`src/rtl/wb_arbiter.sv`:
```
// Write-back arbiter: merges ALU results and buffered load results into one
// registered register-file write port, with starvation control and hazard flags.
`ifndef DATA_WIDTH
`define DATA_WIDTH 32
`endif
`ifndef ADDRESS_WIDTH
`define ADDRESS_WIDTH 5
`endif

module wb_arbiter #(
   parameter int DATA_WIDTH    = `DATA_WIDTH,
   parameter int ADDRESS_WIDTH = `ADDRESS_WIDTH,
   parameter int STARVE_MAX    = 3
) (
   input  logic                     clk,
   input  logic                     res,
   input  logic                     alu_valid,
   input  logic [ADDRESS_WIDTH-1:0] alu_rd,
   input  logic [DATA_WIDTH-1:0]    alu_data,
   output logic                     alu_ready,
   input  logic                     lsu_valid,
   input  logic [ADDRESS_WIDTH-1:0] lsu_rd,
   input  logic [DATA_WIDTH-1:0]    lsu_data,
   output logic                     lsu_ready,
   output logic                     we,
   output logic [ADDRESS_WIDTH-1:0] A3,
   output logic [DATA_WIDTH-1:0]    WD,
   input  logic [ADDRESS_WIDTH-1:0] q_addr1,
   input  logic [ADDRESS_WIDTH-1:0] q_addr2,
   output logic                     pend1,
   output logic                     pend2
);

   localparam int SW = (STARVE_MAX < 1) ? 1 : $clog2(STARVE_MAX + 1);
   localparam logic [SW-1:0] STARVE_LIM = SW'(STARVE_MAX);
   localparam logic [SW-1:0] STARVE_ONE = SW'(1);
   localparam logic [ADDRESS_WIDTH-1:0] RD_ZERO = {ADDRESS_WIDTH{1'b0}};

   logic [ADDRESS_WIDTH-1:0] fifo_rd_r   [2];
   logic [DATA_WIDTH-1:0]    fifo_data_r [2];
   logic                     wr_ptr_r;
   logic                     rd_ptr_r;
   logic [1:0]               count_r;
   logic [SW-1:0]            starve_r;

   logic                     nonempty_s;
   logic                     forced_s;
   logic                     alu_grant_s;
   logic                     pop_s;
   logic                     push_s;
   logic [1:0]               entry_valid_s;
   logic [ADDRESS_WIDTH-1:0] head_rd_s;
   logic [DATA_WIDTH-1:0]    head_data_s;

   // Grant decision: a starved FIFO head pre-empts the ALU for one cycle.
   always_comb begin
      nonempty_s  = (count_r != 2'd0);
      forced_s    = (starve_r == STARVE_LIM) && nonempty_s;
      alu_grant_s = alu_valid && !forced_s;
      pop_s       = forced_s || (!alu_valid && nonempty_s);
      push_s      = lsu_valid && (count_r < 2'd2);
      alu_ready   = !forced_s;
      lsu_ready   = (count_r < 2'd2);
      head_rd_s   = fifo_rd_r[rd_ptr_r];
      head_data_s = fifo_data_r[rd_ptr_r];
   end

   // Occupancy mask of the two FIFO slots, used for hazard matching.
   always_comb begin
      entry_valid_s = 2'b00;
      case (count_r)
         2'd1:    entry_valid_s[rd_ptr_r] = 1'b1;
         2'd2:    entry_valid_s = 2'b11;
         default: entry_valid_s = 2'b00;
      endcase
   end

   // Hazard flags: any buffered or outgoing write to a non-zero queried register.
   always_comb begin
      pend1 = (q_addr1 != RD_ZERO) &&
              ((entry_valid_s[0] && (fifo_rd_r[0] == q_addr1)) ||
               (entry_valid_s[1] && (fifo_rd_r[1] == q_addr1)) ||
               (we && (A3 == q_addr1)));
      pend2 = (q_addr2 != RD_ZERO) &&
              ((entry_valid_s[0] && (fifo_rd_r[0] == q_addr2)) ||
               (entry_valid_s[1] && (fifo_rd_r[1] == q_addr2)) ||
               (we && (A3 == q_addr2)));
   end

   // LSU FIFO storage, pointers and occupancy.
   always_ff @(posedge clk or negedge res) begin
      if (!res) begin
         fifo_rd_r[0]   <= RD_ZERO;
         fifo_rd_r[1]   <= RD_ZERO;
         fifo_data_r[0] <= {DATA_WIDTH{1'b0}};
         fifo_data_r[1] <= {DATA_WIDTH{1'b0}};
         wr_ptr_r       <= 1'b0;
         rd_ptr_r       <= 1'b0;
         count_r        <= 2'd0;
      end else begin
         if (push_s) begin
            fifo_rd_r[wr_ptr_r]   <= lsu_rd;
            fifo_data_r[wr_ptr_r] <= lsu_data;
            wr_ptr_r              <= ~wr_ptr_r;
         end
         if (pop_s) begin
            rd_ptr_r <= ~rd_ptr_r;
         end
         case ({push_s, pop_s})
            2'b10:   count_r <= count_r + 2'd1;
            2'b01:   count_r <= count_r - 2'd1;
            default: count_r <= count_r;
         endcase
      end
   end

   // Registered write port; rd==0 entries are consumed without a write strobe.
   always_ff @(posedge clk or negedge res) begin
      if (!res) begin
         we <= 1'b0;
         A3 <= RD_ZERO;
         WD <= {DATA_WIDTH{1'b0}};
      end else if (alu_grant_s) begin
         we <= (alu_rd != RD_ZERO);
         A3 <= alu_rd;
         WD <= alu_data;
      end else if (pop_s) begin
         we <= (head_rd_s != RD_ZERO);
         A3 <= head_rd_s;
         WD <= head_data_s;
      end else begin
         we <= 1'b0;
      end
   end

   // Counts consecutive ALU wins while loads wait.
   always_ff @(posedge clk or negedge res) begin
      if (!res) begin
         starve_r <= {SW{1'b0}};
      end else if (pop_s || !nonempty_s) begin
         starve_r <= {SW{1'b0}};
      end else if (alu_grant_s) begin
         starve_r <= starve_r + STARVE_ONE;
      end else begin
         starve_r <= starve_r;
      end
   end

endmodule

```
`config.mk`:
```
export PLATFORM = sky130hd
export DESIGN_NAME = wb_arbiter
export DESIGN_NICKNAME = d
export VERILOG_FILES = /design/src/rtl/wb_arbiter.sv
export SDC_FILE = /design/constraint.sdc
export NUM_CORES = 1
export LEC_CHECK = 0
export BUFFER_PORTS_ARGS = -buffer_cell sky130_fd_sc_hd__buf_4
export CORE_ASPECT_RATIO = 1.1
export CORE_MARGIN = 4
export CORE_UTILIZATION = 25
export CTS_CLUSTER_DIAMETER = 60
export CTS_CLUSTER_SIZE = 20
export DETAILED_ROUTE_END_ITERATION = 7
export GPL_TIMING_DRIVEN = 0
export PLACE_DENSITY = 0.42
export RECOVER_POWER = 100
export SLEW_MARGIN = 10
export SYNTH_ARGS = -nofsm -noshare
export SYNTH_HDL_FRONTEND = slang
export SYNTH_SLANG_ARGS = --single-unit
export TNS_END_PERCENT = 10
```
`constraint.sdc`:
```
create_clock -name clk -period 1.8 [get_ports clk]
set_clock_uncertainty 0.1 [all_clocks]
set_input_delay 0.36 -clock clk [delete_from_list [all_inputs] [get_ports clk]]
set_output_delay 0.36 -clock clk [all_outputs]
set_load 0.05 [all_outputs]
```
==> results of run 1 <==
[logic make-up after synthesis]
kind of cell / after synthesis / share of synthesized area [%]
buf+inv: 28 / 3.68
simple gates: 101 / 8.07
compound gates: 81 / 7.38
flops: 118 / 52.6
fa+ha+maj: 5 / 1.11
mux: 113 / 21.8
xor+xnor: 34 / 5.31
[placed cells by master (no fill, tap or decap), drive strengths merged]
cell,n
buf,167
inv,2
or4,4
clkinvlp,2
nand4,2
nand2b,2
nor3b,1
clkinv,4
a31oi,2
ha,5
a21oi,2
dlygate4sd3,1
mux2,75
nor4,4
bufinv,3
xnor2,17
nor2,4
diode,1
and2,1
mux2i,38
nand3,4
dfrtp,118
nor3,2
xor2,17
a221oi,1
o21ai,75
nor2b,2
a21o,1
nand2,75
clkbuf,25
[path summary, 6_finish.rpt]
check                          endpoint  slack (ns)  depth (start not counted)
max                               pend1       -0.65                          7
min                               WD[3]        0.05                          3
max reg2reg                  count_r[1]        0.03                          8
min reg2reg                 starve_r[0]        0.34                          1
max in group asynchronous  fifo_rd_r[6]        0.46                          3
min in group asynchronous         WD[5]        0.41                          2
[final cells by class]
cell class | instances | area, um^2
clock inverter | 9 | 125
buffer | 26 | 278
inverter | 2 | 10.0
multi-input combinational | 334 | 2590
timing repair buffer | 144 | 1150
clock buffer | 23 | 468
tap | 295 | 369
antenna | 1 | 2.50
fill | 2234 | 14200
sequential | 118 | 2960
[per-layer routing]
metal  vias to the layer above  global-route usage [%]  share of wire (%)
met5                         -                       0               0.20
met4                         4                    4.74                1.7
met3                        24                    3.44                4.9
met2                        94                    22.9                 49
met1                      2125                    17.0                 44
li1                       2003                       -                  -
[where the power goes]
| group | internal, mW | leakage [nW] | switching, mW |
|---|---|---|---|
| clock network | 2.24 | 0.287 | 1.19 |
| logic | 3.00 | 1.87 | 3.37 |
| registers | 3.88 | 1.40 | 0.867 |
| total | 9.12 | 3.55 | 5.43 |
[stage by stage]
step / std cells / worst slack, ns / hold slack (ns) / instance area [um^2] / util, %
final: 952 / -0.652 / 0.0549 / 7950 / 36.0
after global routing: 951 / -0.729 / 0.0503 / 7950 / 35.9
after CTS: 946 / -0.673 / 0.0321 / 7810 / 35.3
after detailed placement: 905 / -0.431 / 0.303 / 7030 / 31.8
after global placement: 904 / -0.416 / 0.326 / 7000 / 31.7
after floorplan: 480 / -0.361 / -0.0356 / 5660 / -
[tightest hold or removal path: cells and delay by family]
family	cells	cell delay, ns
and+or+nand+nor	1	0.03
AOI/OAI and AO/OA	1	0.05
buffers and inverters	1	0.08
[sequential cells by signal, indices dropped and copies added (netlist names)]
register	cells
fifo_data_r	64
we	1
count_r	2
A3	5
starve_r	2
WD	32
rd_ptr_r	1
fifo_rd_r	10
wr_ptr_r	1
[what timing repair did]
action                                 in CTS  in global routing
gates resized for setup                    29                 46
pin swaps                                   6                  6
hold buffers                                1                  0
setup endpoints to repair                  72                103
endpoints found under the hold margin      64                  0
setup buffers                               8                  5
gates cloned                                0                  0
==> out/results.txt, run 1 <==
outcome: finished with violations
violations in the final reports: negative setup slack
data required time at the worst endpoint: 1.34 ns
Detail Placement HPWL: 12,100 um
nets in the synthesized netlist: 573
# rows: 57
sequential area share after synthesis: 52.6%
wire length of the first global-routing pass: 25,700 um
clock slew at reported path FFs: 0.06 ns
Worst Setup Path Type: reg2out
area grow syn2layout: 41.6%
total chip power: 14.6 mW
Vias: 4,250
Worst Setup Start Kind: flip-flop
count of pins on the block boundary: 130
max-slew violation total from the final report: 0
gate family responsible for the most delay along the worst path: simple AND/OR/NAND/NOR gates
leakage power figure: 3.55 nW
global-route usage over all layers: 13.6%
synthesized flop and latch total: 118
Std-Cell Core Area: 22,100 um^2
cell types with the highest counts after synthesis: sky130_fd_sc_hd__dfrtp_1 (118), sky130_fd_sc_hd__nand2_1 (75), sky130_fd_sc_hd__mux2_2 (74)
buffer and inverter count on the worst path: 2
Setup WS post-layout: -0.652 ns
number of global-route vias before repair: 4,678
largest net degree at the start of global routing: 66
top-count cell post-synth: sky130_fd_sc_hd__dfrtp_1
# port buffers: 129
startpoint of the worst register-to-register path: starve_r[0]
Final Wtd Congestion: 0.839
Bufs on Longest Clock Path: 2
residual overflow from global routing: 0
endpoint type of the worst setup path: output port
final worst path period need: 2.45 ns
Net count, final: 736
Worst Path Max Fanout: 4
Final Hold Fails: 0
Vias/cell: 4.46
critical path arrival: 1.99 ns
routed wire length: 16,600 um
post-detailed-route count of antenna-violating nets: 0
Period Utilization, post-route: 136%
count of clock tree sinks: 118
syn_area_per_cell: 11.7 um^2
RSZ-0062 raised after global routing: yes
Max Cap Violations: 0
first-pass detailed-route iteration total: 4
width of the die: 151 um
longest individual stage delay on the worst path: 0.43 ns
Tightest Pin Transition: 0.641 ns
number of setup violations in the final report: 3
launching instance or port of the critical path: count_r[1]
setup TNS: -1.29 ns
Clk Latency, worst-skew pair: 0.41 ns
fmax: 0.408 GHz
crit path max-delay cell type: sky130_fd_sc_hd__or4_4
Inserted Clock Buffers: 17
Max transition margin: 57.3%
die area: 24,900 um^2
pwr/cell area: 1830 nW/um^2
Post-Syn Area: 5610 um^2
CTS HTree Levels: 4
number of synthesized flops with an enable pin: 0
area leader, netlist: sky130_fd_sc_hd__dfrtp_1
starting density of the core: 25.4%
worst IR drop on VDD: 0.000758 V
top cells by area, synth: sky130_fd_sc_hd__dfrtp_1 (53%), sky130_fd_sc_hd__mux2_2 (15%), sky130_fd_sc_hd__mux2i_1 (6.8%)
Min-Delay Startpoint: alu_data[3]
kind of path behind the tightest hold check: in2reg
share of Yosys cell area claimed by the top area cell type: 52.6%
number of design rule violations left after detail routing: 0
mean routed wirelength per cell: 17.5 um
fraction of layout cells with a size suffix above 1: 45.7%
synthesized instance count: 480
die span in y: 165 um
FFs w/ async S/R, synth: 100%
antenna violations before repair: 2
number of library cell types mapped by synthesis: 34
buffer cell driving the clock tree root: sky130_fd_sc_hd__clkbuf_16
prevailing post-synth register cell: sky130_fd_sc_hd__dfrtp_1
TritonCTS clock tree: built
yosys synthesis warning count: 0
cells along the critical path: inv_4 > ha_4 > nor2b_4 > o21ai_2 > or4_4 > a21oi_4 > buf_6
DR iter-0 viols: 132
No activity file was read; power rests on OpenSTA's default activity.
==> inputs of run 2 (changes only) <==
Settings changed: GPL_TIMING_DRIVEN 0 to not set.
==> out/results.txt, run 2 (synthesis gave the netlist of run 1 again) <==
outcome: finished with violations (unchanged)
violations in the final reports: negative setup slack (unchanged)
CTS HTree Levels: 4 (unchanged)
Worst Setup Start Kind: flip-flop (unchanged)
fmax: 0.412 GHz (was 0.408 GHz)
pwr/cell area: 1820 nW/um^2 (was 1830 nW/um^2)
Worst Path Max Fanout: 3 (was 4)
Final Wtd Congestion: 0.831 (was 0.839)
setup TNS: -2.14 ns (was -1.29 ns)
TritonCTS clock tree: built (unchanged)
max-slew violation total from the final report: 0 (unchanged)
critical path arrival: 1.97 ns (was 1.99 ns)
global-route usage over all layers: 12.7% (was 13.6%)
Net count, final: 735 (was 736)
number of flip-flops in the largest register: 64 (unchanged)
Vias: 4,155 (was 4,250)
Tightest Pin Transition: 0.555 ns (was 0.641 ns)
count of pins on the block boundary: 130 (unchanged)
number of setup violations in the final report: 25 (was 3)
number of fill cells: 2,277 (was 2,234)
number of diodes: 0 (was 1)
global-route layer with the greatest usage: met2 (unchanged)
Max Cap Violations: 0 (unchanged)
Vias/cell: 4.38 (was 4.46)
highest-count cells in the layout ignoring fill and taps: sky130_fd_sc_hd__dfrtp_1 (116), sky130_fd_sc_hd__buf_4 (111), sky130_fd_sc_hd__mux2_2 (74) (was sky130_fd_sc_hd__buf_4 (144), sky130_fd_sc_hd__dfrtp_1 (114), sky130_fd_sc_hd__mux2_2 (74))
Period Utilization, post-route: 135% (was 136%)
die area: 24,900 um^2 (unchanged)
die span in y: 165 um (unchanged)
RSZ-0062 raised after global routing: yes (unchanged)
cells along the critical path: inv_4 > ha_4 > nor2b_4 > o21ai_2 > or4_4 > a21oi_4 > buf_6 (unchanged)
number of design rule violations left after detail routing: 0 (unchanged)
wire length of the first global-routing pass: 24,300 um (was 25,700 um)
worst IR drop on VDD: 0.000673 V (was 0.000758 V)
Top Registers: fifo_data_r x64, WD x32, fifo_rd_r x10 (unchanged)
largest net degree at the start of global routing: 48 (was 66)
leakage power figure: 3.49 nW (was 3.55 nW)
Detail Placement HPWL: 11,100 um (was 12,100 um)
Final Hold Fails: 0 (unchanged)
Max transition margin: 63.0% (was 57.3%)
fraction of met2 tracks used by global routing: 21.6% (was 22.9%)
buffer cell driving the clock tree root: sky130_fd_sc_hd__clkbuf_16 (unchanged)
routed wire length: 15,500 um (was 16,600 um)
crit path max-delay cell type: sky130_fd_sc_hd__or4_4 (unchanged)
endpoint type of the worst setup path: output port (unchanged)
residual overflow from global routing: 0 (unchanged)
clock slew at reported path FFs: 0.05 ns (was 0.06 ns)
data required time at the worst endpoint: 1.34 ns (about the same)
number of global-route vias before repair: 4,486 (was 4,678)
# port buffers: 129 (unchanged)
Clk Latency, worst-skew pair: 0.41 ns (about the same)
Inserted Clock Buffers: 17 (unchanged)
Final Cell Area: 7780 um^2 (was 7950 um^2)
Most flops, register: fifo_data_r (unchanged)
placement-stage cell area: 7190 um^2 (was 7030 um^2)
M1 GR Usage: 15.6% (was 17.0%)
longest individual stage delay on the worst path: 0.43 ns (about the same)
first-pass detailed-route iteration total: 4 (unchanged)
final worst path period need: 2.43 ns (was 2.45 ns)
kind of path behind the tightest hold check: in2reg (unchanged)
mean routed wirelength per cell: 16.3 um (was 17.5 um)
# rows: 57 (unchanged)
antenna violations before repair: 0 (was 2)
area grow syn2layout: 38.6% (was 41.6%)
DR iter-0 viols: 127 (was 132)
width of the die: 151 um (unchanged)
Worst Setup Path Type: reg2out (unchanged)
fraction of layout cells with a size suffix above 1: 44.8% (was 45.7%)
Bufs on Longest Clock Path: 2 (unchanged)
Setup WS post-layout: -0.628 ns (was -0.652 ns)
Std-Cell Core Area: 22,100 um^2 (unchanged)
count of clock tree sinks: 118 (unchanged)
met3 capacity usage during global routing: 4.04% (was 3.44%)
starting density of the core: 25.4% (unchanged)
commonest non-fill, non-tap cell in the layout: sky130_fd_sc_hd__dfrtp_1 (was sky130_fd_sc_hd__buf_4)
post-detailed-route count of antenna-violating nets: 0 (unchanged)
-- run 2: cell types whose count changed in the layout (fill, tap and decap cells not counted), moves of 3 or more --
cell and delta:
sky130_fd_sc_hd__o21ai_1 -12, sky130_fd_sc_hd__o21ai_0 +14, sky130_fd_sc_hd__mux2i_2 +3, sky130_fd_sc_hd__mux2i_1 -4, sky130_fd_sc_hd__buf_6 -7, sky130_fd_sc_hd__buf_4 -33, sky130_fd_sc_hd__buf_8 -3, sky130_fd_sc_hd__clkbuf_2 +35
sky130_fd_sc_hd__clkbuf_4 +3
-- run 2: worst max-delay path: cells and delay by family (launching register included) --
kind                     cells  cell delay [ns]
AND/OR/NAND/NOR              2             0.56
flip-flops                   1             0.40
buffers and inverters        2             0.27
AO/OA/AOI/OAI                2             0.21
adder cells (fa/ha/maj)      1             0.13
-- run 2: cell type report --
type	instances	area, um^2	share of cell area (%)
Multi-Input combinational cell	334	2550	32.9
Clock buffer	22	464	5.97
Tap cell	295	369	4.75
Sequential cell	118	2960	38.0
Timing Repair Buffer	169	1320	17.0
Clock inverter	9	103	1.32
Inverter	2	10.0	0.129
-- run 2: worst paths after layout --
path	start	to	slack, ns	depth (start not counted)
hold reg to reg	starve_r[0]	starve_r[0]	0.34	1
hold / removal	alu_data[31]	WD[31]	0.05	3
setup / recovery	count_r[1]	pend1	-0.63	7
setup reg to reg	starve_r[0]	WD[19]	-0.06	8
max in group asynchronous	res	rd_ptr_r	0.24	3
min in group asynchronous	res	WD[10]	0.38	2
-- run 2: what timing repair did --
item | CTS | global route
buffers inserted | 1 | 1
gates resized for setup | 14 | 16
hold buffers | 1 | 0
endpoints found under the hold margin | 19 | 0
pin swaps | 3 | 2
gates cloned | 0 | 1
setup endpoints to repair | 3 | 76
-- run 2: stage by stage --
stage	instances	hold slack, ns	setup WS (ns)	power [mW]	utilization, %
6_report	949	0.0550	-0.628	14.1	35.2
3_3_place_gp	914	0.179	-0.305	10.8	32.5
3_5_place_dp	914	0.185	-0.337	10.9	32.5
2_1_floorplan	480	-0.0356	-0.361	8.84	-
5_1_grt	949	0.0314	-0.702	15.1	35.2
4_1_cts	947	0.0263	-0.658	14.4	35.4
-- run 2: layer usage --
| layer | vias to the layer above | wire (um) |
|---|---|---|
| met5 | - | 0 |
| met4 | 0 | 119 |
| met3 | 7 | 895 |
| met2 | 109 | 7840 |
| met1 | 2044 | 6620 |
| li1 | 1995 | - |
-- run 2: where the power goes --
part / leakage [nW] / internal, mW / switching, mW / total [mW]
combinational: 1.82 / 2.87 / 3.38 / 6.25
sequential: 1.40 / 3.88 / 0.745 / 4.62
clock: 0.272 / 2.09 / 1.18 / 3.27
==> inputs of run 3 (changes only) <==
Settings changed: ABC_AREA set to 1, CAP_MARGIN set to 5, PLACE_DENSITY 0.42 to 0.41.
==> out/results.txt, run 3 <==
buffer cell driving the clock tree root: sky130_fd_sc_hd__clkbuf_16 (unchanged)
crit path max-delay cell type: sky130_fd_sc_hd__dfrtp_1 (was sky130_fd_sc_hd__or4_4)
top-count cell post-synth: sky130_fd_sc_hd__nand2_1 (was sky130_fd_sc_hd__dfrtp_1)
buffer and inverter count on the worst path: 3 (was 2)
number of diodes: 0 (unchanged)
number of design rule violations left after detail routing: 0 (unchanged)
violations in the final reports: negative setup slack (unchanged)
share of Yosys cell area claimed by the top area cell type: 49.1% (was 52.6%)
CTS HTree Levels: 4 (unchanged)
fraction of layout cells with a size suffix above 1: 28.3% (was 44.8%)
cell types with the highest counts after synthesis: sky130_fd_sc_hd__nand2_1 (310), sky130_fd_sc_hd__dfrtp_1 (118), sky130_fd_sc_hd__inv_1 (70) (was sky130_fd_sc_hd__dfrtp_1 (118), sky130_fd_sc_hd__nand2_1 (75), sky130_fd_sc_hd__mux2_2 (74))
Top Registers: fifo_data_r x64, WD x32, fifo_rd_r x10 (unchanged)
die span in y: 171 um (was 165 um)
number of cells on the worst reg-to-reg path: 7 (was 8)
wire length of the first global-routing pass: 29,100 um (was 24,300 um)
Worst Path Max Fanout: 2 (was 3)
outcome: finished with violations (unchanged)
antenna violations before repair: 0 (unchanged)
TritonCTS clock tree: built (unchanged)
Max transition margin: 38.1% (was 63.0%)
# port buffers: 129 (unchanged)
commonest non-fill, non-tap cell in the layout: sky130_fd_sc_hd__nand2_1 (was sky130_fd_sc_hd__dfrtp_1)
Final Hold Fails: 0 (unchanged)
Tightest Pin Transition: 0.928 ns (was 0.555 ns)
data required time at the worst endpoint: 1.34 ns (about the same)
final worst path period need: 2.23 ns (was 2.43 ns)
leakage power figure: 4.13 nW (was 3.49 nW)
highest-count cells in the layout ignoring fill and taps: sky130_fd_sc_hd__nand2_1 (304), sky130_fd_sc_hd__dfrtp_1 (114), sky130_fd_sc_hd__buf_4 (104) (was sky130_fd_sc_hd__dfrtp_1 (116), sky130_fd_sc_hd__buf_4 (111), sky130_fd_sc_hd__mux2_2 (74))
most repeated library cell on the critical path: sky130_fd_sc_hd__nand2_2
nets in the synthesized netlist: 846 (was 573)
top cells by area, synth: sky130_fd_sc_hd__dfrtp_1 (49%), sky130_fd_sc_hd__nand2_1 (19%), sky130_fd_sc_hd__o21ai_0 (4.8%) (was sky130_fd_sc_hd__dfrtp_1 (53%), sky130_fd_sc_hd__mux2_2 (15%), sky130_fd_sc_hd__mux2i_1 (6.8%))
number of logic stages on the critical path including buffering: 11 (was 7)
yosys synthesis warning count: 0 (unchanged)
Final Wtd Congestion: 0.778 (was 0.831)
# rows: 59 (was 57)
cells along the critical path: buf_6 > ha_4 > nand2_2 > nand2_2 > nand2_2 > nor2_2 > nand3_1 > nand3_1 > nand2_2 > clkinvlp_4 > buf_8 (was inv_4 > ha_4 > nor2b_4 > o21ai_2 > or4_4 > a21oi_4 > buf_6)
worst IR drop on VDD: 0.000725 V (was 0.000673 V)
Worst Hold Depth: 3 (unchanged)
Worst Setup Start Kind: flip-flop (unchanged)
width of the die: 156 um (was 151 um)
Vias: 5,164 (was 4,155)
Std-Cell Core Area: 23,700 um^2 (was 22,100 um^2)
Clk Latency, worst-skew pair: 0.41 ns (about the same)
largest net degree at the start of global routing: 64 (was 48)
number of synthesized flops with an enable pin: 0 (unchanged)
pwr/cell area: 1860 nW/um^2 (was 1820 nW/um^2)
number of library cell types mapped by synthesis: 28 (was 34)
Most flops, register: fifo_data_r (unchanged)
global-route usage over all layers: 14.0% (was 12.7%)
count of clock tree sinks: 118 (unchanged)
number of setup violations in the final report: 39 (was 25)
number of flip-flops in the largest register: 64 (unchanged)
mean routed wirelength per cell: 14.7 um (was 16.3 um)
area grow syn2layout: 33.4% (was 38.6%)
Period Utilization, post-route: 124% (was 135%)
starting density of the core: 25.4% (about the same)
FFs w/ async S/R, synth: 100% (unchanged)
residual overflow from global routing: 0 (unchanged)
critical path arrival: 1.77 ns (was 1.97 ns)
gate family responsible for the most delay along the worst path: simple AND/OR/NAND/NOR gates (unchanged)
Max Cap Violations: 0 (unchanged)
kind of path behind the tightest hold check: in2reg (unchanged)
count of pins on the block boundary: 130 (unchanged)
fmax: 0.448 GHz (was 0.412 GHz)
synthesized instance count: 753 (was 480)
number of global-route vias before repair: 5,407 (was 4,486)
RSZ-0062 raised after global routing: yes (unchanged)
synthesized flop and latch total: 118 (unchanged)
routed wire length: 17,800 um (was 15,500 um)
DR iter-0 viols: 196 (was 127)
endpoint type of the worst setup path: output port (unchanged)
Worst Setup Path Type: reg2out (unchanged)
Detail Placement HPWL: 12,800 um (was 11,100 um)
longest individual stage delay on the worst path: 0.40 ns (was 0.43 ns)
Net count, final: 986 (was 735)
max-slew violation total from the final report: 0 (unchanged)
Setup WS post-layout: -0.431 ns (was -0.628 ns)
Inserted Clock Buffers: 17 (unchanged)
prevailing post-synth register cell: sky130_fd_sc_hd__dfrtp_1 (unchanged)
syn_area_per_cell: 7.98 um^2 (was 11.7 um^2)
clock slew at reported path FFs: 0.05 ns (about the same)
first-pass detailed-route iteration total: 4 (unchanged)
die area: 26,600 um^2 (was 24,900 um^2)
Final Cell Area: 8020 um^2 (was 7780 um^2)
Bufs on Longest Clock Path: 2 (unchanged)
Vias/cell: 4.26 (was 4.38)
Post-Syn Area: 6010 um^2 (was 5610 um^2)
worst hold-check slack: 0.0964 ns (was 0.0550 ns)
sequential area share after synthesis: 49.1% (was 52.6%)
area leader, netlist: sky130_fd_sc_hd__dfrtp_1 (unchanged)
placement-stage cell area: 7460 um^2 (was 7190 um^2)
post-detailed-route count of antenna-violating nets: 0 (unchanged)
## run 3: changes by cell type after synthesis, sizes merged, moves of 8 or more
cell,change
mux2,-75
nand2,+239
xor2,-16
nor2,+18
buf,+8
mux2i,-38
inv,+72
nand3,+39
xnor2,-15
o21ai,+19
o211ai,+32
## run 3: metrics by stage
stage          total power [mW]  setup TNS (ns)  util, %  worst slack [ns]  std cells
2_1_floorplan              9.47         -0.0887        -           -0.0476        753
3_3_place_gp               11.8          -0.232     31.5            -0.117       1176
3_5_place_dp               11.8          -0.341     31.5            -0.123       1176
4_1_cts                    15.4          -0.937     34.3            -0.458       1211
5_1_grt                    16.1          -10.74     33.8            -0.551       1211
6_report                   14.9           -2.94     33.8            -0.431       1211
## run 3: what timing repair did
action,in CTS,in global routing
setup buffers,2,0
hold endpoints to repair,118,0
gates resized for setup,8,16
hold buffers,1,0
setup endpoints to repair,12,39
pin swaps,1,9
## run 3: layout make-up
type,count,area [um^2]
fillers,2565,15700
flip-flops and latches,118,2960
multi-input cells,521,2590
repair buffers,160,1180
clock buffers,24,492
well taps,305,382
inverters,75,294
clock inverters,8,120
## run 3: path summary, 6_finish.rpt
check,from,end,slack (ns)
max,count_r[0],pend1,-0.43
min,alu_data[19],WD[19],0.1
max reg2reg,starve_r[0],A3[4],-0.08
min reg2reg,starve_r[0],starve_r[0],0.34
max in group asynchronous,res,A3[4],0.26
min in group asynchronous,res,WD[8],0.19
## run 3: worst register-to-register path: stages, from the launching register on
cell	delay, ns
sky130_fd_sc_hd__dfrtp_1	0.38
sky130_fd_sc_hd__ha_1	0.24
sky130_fd_sc_hd__o21ai_1	0.39
sky130_fd_sc_hd__buf_4	0.20
sky130_fd_sc_hd__nand2_4	0.07
sky130_fd_sc_hd__buf_12	0.17
sky130_fd_sc_hd__o21ai_0	0.12
sky130_fd_sc_hd__o22ai_2	0.09
## run 3: power by group
| group | leakage (nW) | total, mW | switching (mW) | internal, mW |
|---|---|---|---|---|
| combinational | 2.39 | 6.69 | 4.54 | 2.15 |
| sequential | 1.45 | 4.73 | 0.803 | 3.93 |
| clock | 0.296 | 3.51 | 1.19 | 2.32 |
## run 3: layer usage
metal  share of wire (%)  track usage, %
met5                   0               0
met1                  46            18.3
met4                 1.0            4.26
met2                  49            23.0
met3                 4.0            3.09
## run 3: cells by family (layout without fill, tap and decap cells)
| logic type | count (synthesis) | in the layout | share of synthesized area, % |
|---|---|---|---|
| AO/OA/AOI/OAI | 127 | 127 | 14.9 |
| XOR/XNOR | 3 | 3 | 0.437 |
| adder cells (fa/ha/maj) | 5 | 5 | 1.04 |
| buffers and inverters | 114 | 267 | 8.95 |
| flip-flops | 118 | 118 | 49.1 |
| AND/OR/NAND/NOR | 386 | 386 | 25.5 |
